<file path="src/rtl/sorter_feeder.sv">
// sorter_feeder: collects a serial stream of metric words into a frame of
// 4*(M+1) words and hands it to the sorter four words per cycle. It then holds
// the last group until the sorter reports done.
// Optional feature: define SORTER_FEEDER_PAD_EN so that in_last ends a frame
// early. The unfilled slots are then padded with all-ones, the maximum metric.
module sorter_feeder #(
    parameter int WIDTH     = 16,
    parameter int MAX_WORDS = 16
) (
    input  logic             clk,
    input  logic             rst,
    input  logic             in_valid,
    output logic             in_ready,
    input  logic [WIDTH-1:0] in_data,
    input  logic             in_last,
    input  logic [1:0]       M_in,
    input  logic             sorter_done,
    output logic [WIDTH-1:0] d1,
    output logic [WIDTH-1:0] d2,
    output logic [WIDTH-1:0] d3,
    output logic [WIDTH-1:0] d4,
    output logic             start,
    output logic [1:0]       M,
    output logic             busy
);

    typedef enum logic [1:0] {S_IDLE, S_FILL, S_ISSUE, S_WAIT} state_t;

    state_t           state_q, state_d;
    logic [3:0]       cnt_q, cnt_d;
    logic [1:0]       g_q, g_d;
    logic [1:0]       m_q, m_d;
    logic             start_q, start_d;
    logic             in_ready_q, in_ready_d;
    logic [WIDTH-1:0] d_q [4];
    logic [WIDTH-1:0] d_d [4];
    logic [WIDTH-1:0] buf_q [MAX_WORDS];
    logic [WIDTH-1:0] buf_d [MAX_WORDS];

    logic             xfer;
    logic [1:0]       eff_m;
    logic [3:0]       last_idx;
    logic             early_end;
    logic             frame_end;
    logic [1:0]       g_nxt;

    // Transfer qualifiers. The first word of a frame uses M_in directly because m_q is not yet latched.
    always_comb begin
        xfer      = in_valid & in_ready_q;
        eff_m     = (state_q == S_IDLE) ? M_in : m_q;
        last_idx  = {eff_m, 2'b11};
        g_nxt     = g_q + 2'd1;
`ifdef SORTER_FEEDER_PAD_EN
        early_end = in_last;
`else
        early_end = 1'b0;
`endif
        frame_end = xfer && ((cnt_q == last_idx) || early_end);
    end

`ifndef SORTER_FEEDER_PAD_EN
    logic unused_last;
    assign unused_last = in_last;
`endif

    // Per-slot buffer write. An early end pads the slots above the current word up to the end of the frame.
    generate
        for (genvar gi = 0; gi < MAX_WORDS; gi++) begin : g_slot
            always_comb begin
                buf_d[gi] = buf_q[gi];
                if (xfer && (cnt_q == 4'(gi))) begin
                    buf_d[gi] = in_data;
                end else if (xfer && early_end && (4'(gi) > cnt_q) && (4'(gi) <= last_idx)) begin
                    buf_d[gi] = {WIDTH{1'b1}};
                end
            end

            // Slot storage: the contents are deliberately not cleared by reset.
            always_ff @(posedge clk) begin
                buf_q[gi] <= buf_d[gi];
            end
        end
    endgenerate

    // State register and all control/output flops.
    always_ff @(posedge clk or negedge rst) begin
        if (!rst) begin
            state_q    <= S_IDLE;
            cnt_q      <= '0;
            g_q        <= '0;
            m_q        <= '0;
            start_q    <= 1'b0;
            in_ready_q <= 1'b0;
            for (int k = 0; k < 4; k++) d_q[k] <= '0;
        end else begin
            state_q    <= state_d;
            cnt_q      <= cnt_d;
            g_q        <= g_d;
            m_q        <= m_d;
            start_q    <= start_d;
            in_ready_q <= in_ready_d;
            for (int k = 0; k < 4; k++) d_q[k] <= d_d[k];
        end
    end

    // Next-state logic. Group 0 is taken from the post-write view so that it appears the cycle after the last word.
    always_comb begin
        state_d = state_q;
        cnt_d   = cnt_q;
        g_d     = g_q;
        m_d     = m_q;
        start_d = 1'b0;
        for (int k = 0; k < 4; k++) d_d[k] = d_q[k];
        case (state_q)
            S_IDLE, S_FILL: begin
                if (xfer) begin
                    if (state_q == S_IDLE) m_d = M_in;
                    if (frame_end) begin
                        state_d = S_ISSUE;
                        cnt_d   = '0;
                        g_d     = '0;
                        start_d = 1'b1;
                        for (int k = 0; k < 4; k++) d_d[k] = buf_d[k];
                    end else begin
                        state_d = S_FILL;
                        cnt_d   = cnt_q + 4'd1;
                    end
                end
            end
            S_ISSUE: begin
                if (g_q == m_q) begin
                    state_d = S_WAIT;
                end else begin
                    g_d = g_nxt;
                    for (int k = 0; k < 4; k++) d_d[k] = buf_q[{g_nxt, k[1:0]}];
                end
            end
            S_WAIT: begin
                if (sorter_done) begin
                    state_d = S_IDLE;
                    g_d     = '0;
                end
            end
            default: state_d = S_IDLE;
        endcase
        in_ready_d = (state_d == S_IDLE) || (state_d == S_FILL);
    end

    // Output decode.
    always_comb begin
        busy     = (state_q != S_IDLE);
        in_ready = in_ready_q;
        start    = start_q;
        M        = m_q;
        d1       = d_q[0];
        d2       = d_q[1];
        d3       = d_q[2];
        d4       = d_q[3];
    end

endmodule

</file>
<file path="config.mk">
export PLATFORM = sky130hd
export DESIGN_NAME = sorter_feeder
export DESIGN_NICKNAME = d
export VERILOG_FILES = /design/src/rtl/sorter_feeder.sv
export SDC_FILE = /design/constraint.sdc
export NUM_CORES = 1
export LEC_CHECK = 0
export BUFFER_PORTS_ARGS = -buffer_cell sky130_fd_sc_hd__clkbuf_2
export CAP_MARGIN = 20
export CORE_MARGIN = 5
export CORE_UTILIZATION = 54
export CTS_CLUSTER_SIZE = 10
export DETAILED_ROUTE_END_ITERATION = 10
export GPL_ROUTABILITY_DRIVEN = 0
export PLACE_DENSITY = 0.75
export SYNTH_ARGS = -nofsm -noshare
export SYNTH_HDL_FRONTEND = slang
export SYNTH_SLANG_ARGS = --single-unit
</file>
<file path="constraint.sdc">
create_clock -name clk -period 2.4 [get_ports clk]
set_input_delay 0.24 -clock clk [delete_from_list [all_inputs] [get_ports clk]]
set_output_delay 0.24 -clock clk [all_outputs]
set_load 0.005 [all_outputs]
</file>
== Word-level counts from Yosys, hierarchy flattened ==
Memory sizes are Yosys's and may differ from the RTL's.
Cells that the tools add are included.

* Memories kept: 1
* Memory bits (writable): 256
* Flip-flop bits (word level): 76
* Bits of input ports: 23

{| class="wikitable"
|+ Memory list
! memory !! words !! bits a word !! read ports !! clocked after Yosys merged registers in !! write ports !! line !! source
|-
| buf_q || 16 || 16 || 8 || 0 || 5 || 37 || <nowiki>logic [WIDTH-1:0] buf_q [MAX_WORDS];</nowiki>
|}

* Mux-type cells: 68
* Bitwise logic cells: 1
* Equality and inequality tests: 37
* Reductions and logical operators: 38
* Add/subtract/negate cells: 2

{| class="wikitable"
|+ Operator list
! operator !! number
|-
| 2-to-1 mux 16 bit || 27
|-
| 2-to-1 mux 64 bit || 3
|-
| OR reduction 16 bit || 11
|-
| case mux 64 bit (2 select lines) || 1
|-
| 2-to-1 mux 4 bit || 12
|-
| == test 4 bit, second input constant || 8
|-
| 2-to-1 mux 2 bit || 9
|-
| logical AND 1 bit || 17
|-
| == test 4 x 3 -> 1 bit, second input constant || 4
|-
| 2-to-1 mux 1 bit || 14
|-
| != test 1 bit, second input constant || 12
|-
| case mux 2 bit (3 select lines) || 2
|-
| == test 4 x 2 -> 1 bit, second input constant || 2
|-
| != test 2 bit, second input constant || 4
|-
| AND reduction 4 bit || 2
|-
| adder 4 x 1 -> 4 bit, second input constant || 1
|-
| == test 2 x 1 -> 1 bit, second input constant || 2
|-
| == test 2 bit, second input constant || 2
|-
| == test 4 x 1 -> 1 bit, second input constant || 1
|-
| == test 4 bit || 1
|-
| logical NOT 2 bit || 2
|-
| logical NOT 4 bit || 1
|-
| nonzero test 2 bit || 2
|-
| adder 2 x 1 -> 2 bit, second input constant || 1
|-
| 5 further kinds || 5
|}

== Logic depth before layout (Yosys ltp) ==
* Depth after elaboration: 15
* Gate-level depth with buffers: 7

== Least setup slack after synthesis ==
Ideal clock, no wire load.

* Path type: flip-flop to flip-flop
* Start: register cnt_q[1]
* End: register d_q, in the netlist d2[7]
* Path buffers: 1
* Period minus slack after synthesis: 2.445 ns
* Stages on the path, launching flop included: 8
* Setup slack: -0.045 ns
* Library setup time: 0.127 ns
* Required time: 2.273 ns
* Arrival time: 2.317 ns
* Cell sequence: dfrtp_1 inv_1 ha_1 nor4b_2 buf_2 mux2_2 mux2_2 mux2_1

{| class="wikitable"
|+ RTL lines
! what !! line !! source
|-
| start, declared || 30 || <nowiki>logic [3:0] cnt_q, cnt_d;</nowiki>
|-
| start signal, assigned || 97 || <nowiki>cnt_q <= cnt_d;</nowiki>
|-
| end, declared || 35 || <nowiki>logic [WIDTH-1:0] d_q [4];</nowiki>
|}

==> run metrics <==
largest net degree at the start of global routing=44; H-tree levels=2; Post-CTS Setup Bufs=0; cell area after synthesis=13300 sq um; CP Data Arrival Time=2.69 ns; startpoint class of the critical path=flip-flop; Internal Pwr Total=0.0137 W; vias per cell=5.71; DRC=0; slew margin rel.=0.562; top-level port count=92; Data required, critical path=2.78 ns; crit-path max cell delay=0.42 ns; Clock Sinks=332; # setup viols final=0; slack of the critical path=0.0899 ns; final WL=27.0 mm; Comb power frac=0.285; Tmin final=2.31 ns; vias=6777; IO Port Bufs=90; Clock power frac=0.280; FF-to-FF Start=cnt_q[1]$_DFFE_PN0P_; TritonRoute pass-1 iters=5; fin crit share=0.963; CP Cell Sequence=inv_1 > ha_1 > nor4b_4 > buf_4 > mux2_2 > mux2_2 > mux2_1; CP Capture Type=flip-flop; Mapped Nets=732; Max VDD drop=613 uV; area grow syn2layout=16.4%; Clock Path Buffers=3; Ant. Diodes=0; Clock Skew=0.0117 ns; starting density of the core=0.547; # rows=57; first-pass GRT wire length=42.3 mm; syn avg cell area=18.9 sq um; post-synthesis sequential area ratio=0.673; GRT Util Overall=0.195; WP buf/inv=2; R2R cell count=7; hpwl dp=16.5 mm; hold path depth=3; Clk Latency, worst-skew pair=0.51 ns; status=complete, no violations; DRT iter0 DRCs=451; CP Max Fanout=7; Fmax=433 MHz; nets=859; max cap viols=0; Synth Warn #=0; layout cells sized above 1=0.494; wire length per cell=22.8 um; CTS Buf Count=39; RSZ-0062 raised after global routing=true; Max stage delay cell, worst path=dfrtp_1; Hold Path Origin=sorter_done; count of final max-slew check failures=0; commonest non-fill, non-tap cell in the layout=edfxtp_1; grt ovf=0; initial antenna violation count=0; Net Sw Frac=0.273; critical path type=reg2reg; Core Box Area=24300 sq um; Detail Route Antenna Nets=0; chip width=167 um; sequential share of power=0.436; final hold violations=0; worst-margin pin slew=0.657 ns; flop and latch count out of synthesis=332; vias in the first global route=7292; CTS root buf=clkbuf_16; pre-CTS setup slack=0.116 ns; Most common cell on crit path=mux2_2; RR Endpoint=d2[7]$_DFFE_PN0P_; power density cells=1220 nW/um^2; leak pwr=5.88 nW; post-cts sizing count=0; most frequent cells in the layout=192 x edfxtp_1, 185 x mux2_2, 89 x clkbuf_2; Distinct cells, synth=38; die area=27900 sq um; Layout fillers=1629; P_sw=0.00515 W; die height=167 um; CP delay by family, top=multiplexers; final instance area=15500 sq um; Clk pin slew, worst setup/hold paths=0.06 ns; WHS Endpoint=in_ready$_DFF_PN0_; Min Hold Slack=0.0277 ns; hold crit path type=in2reg; Synth Instances=705; FF-to-FF setup slack=0.09 ns; CTS tree=done; DP Area=14300 sq um
## final cells by class
class	instances	area (sq um)	area share
clock buffer	70	1130	0.0733
clock inverter	1	8.76	0.000566
inverter	4	15.0	0.000970
multi-input combinational	333	4150	0.268
sequential	332	8950	0.578
tap	324	405	0.0262
timing repair buffer	122	813	0.0525
## how the worst max path moves through the flow
stage	slack (ns)	endpoint	cells past startpoint	startpoint
floorplan	0.11	d2[7]$_DFFE_PN0P_	7	cnt_q[1]$_DFFE_PN0P_
global placement	0.18	d2[6]$_DFFE_PN0P_	7	cnt_q[1]$_DFFE_PN0P_
detailed placement	0.12	d2[6]$_DFFE_PN0P_	7	cnt_q[1]$_DFFE_PN0P_
CTS	0.08	d2[6]$_DFFE_PN0P_	7	cnt_q[1]$_DFFE_PN0P_
global route	-0.01	d2[6]$_DFFE_PN0P_	7	cnt_q[1]$_DFFE_PN0P_
finish	0.09	d2[7]$_DFFE_PN0P_	7	cnt_q[1]$_DFFE_PN0P_
## metal layers
layer,vias up,global-route usage,wire [um]
li1,3013,-,-
met1,3549,0.257,11100
met2,168,0.334,14000
met3,47,0.0308,1310
met4,0,0.0669,677
met5,-,0,0
## sequential cells by signal, indices dropped and copies added, names as in the netlist, named ones only
name	flops
d1	16
in_ready	1
d2	16
buf_q	256
start	1
d4	16
d3	16
M	2
state_q	1
cnt_q	4
g_q	2
## tightest hold or removal path, cell delays in order
cell and delay [ns]:
clkbuf_2 0.09, nand2_1 0.09, a21oi_1 0.07
## what timing repair did
item,4_1_cts,5_1_grt
hold buffers,3,0
hold endpoints to repair,44,0
setup endpoints to repair,0,3
## synth_stat cells
cell type | instances | area share
nand2b_1 | 4 | 0.0019
mux4_2 | 64 | 0.11
buf_4 | 2 | 0.0011
nand2_2 | 3 | 0.0014
xnor2_1 | 4 | 0.0026
nor2_1 | 5 | 0.0014
nand2_1 | 12 | 0.0034
xor2_1 | 2 | 0.0013
a41o_1 | 1 | 0.00075
buf_1 | 2 | 0.00056
o31ai_4 | 1 | 0.0016
mux2_1 | 5 | 0.0042
clkbuf_1 | 16 | 0.0045
mux2_2 | 185 | 0.16
nor3_1 | 3 | 0.0011
nor4b_2 | 1 | 0.0011
nand3_1 | 1 | 0.00038
edfxtp_1 | 192 | 0.43
a31oi_1 | 1 | 0.00047
dfrtp_1 | 76 | 0.14
nor2_2 | 1 | 0.00047
and2_1 | 12 | 0.0056
and2_0 | 1 | 0.00047
nor3b_1 | 1 | 0.00056
or2_2 | 2 | 0.00094
o22ai_1 | 1 | 0.00047
mux2_4 | 4 | 0.0045
a21oi_1 | 5 | 0.0019
mux2i_1 | 2 | 0.0015
ha_1 | 4 | 0.0038
dfxtp_1 | 64 | 0.096
o221ai_1 | 1 | 0.00066
o21ai_0 | 4 | 0.0015
inv_1 | 4 | 0.0011
and4bb_2 | 1 | 0.00094
and3_1 | 2 | 0.00094
buf_6 | 6 | 0.0051
buf_2 | 10 | 0.0038
## per-stage QoR
step	util	setup TNS (ns)	std cells	total power (W)
3_5_place_dp	0.588	0	1112	0.0137
4_1_cts	0.636	0	1186	0.0191
5_1_grt	0.636	-0.0205	1186	0.0198
3_3_place_gp	0.588	0	1112	0.0135
2_1_floorplan	-	0	705	0.0119
6_report	0.636	0	1186	0.0189
## cells by family after synthesis
family | share of synthesized area
and+or+nand+nor | 0.0207
adders and majority gates | 0.00376
xor gates and xnor gates | 0.00395
DFF | 0.673
buffers and inverters | 0.0162
muxes | 0.275
AOI/OAI and AO/OA | 0.00734
## power by group through the flow
stage	Clock (W)	Combinational [W]	Sequential, W
finish	0.00527	0.00537	0.00821
global route	0.00565	0.00584	0.00836
CTS	0.00538	0.00546	0.00822
detailed placement	0	0.00541	0.00833
global placement	0	0.00525	0.00820
floorplan	0	0.00378	0.00813
(Power assumes the default switching activity.)
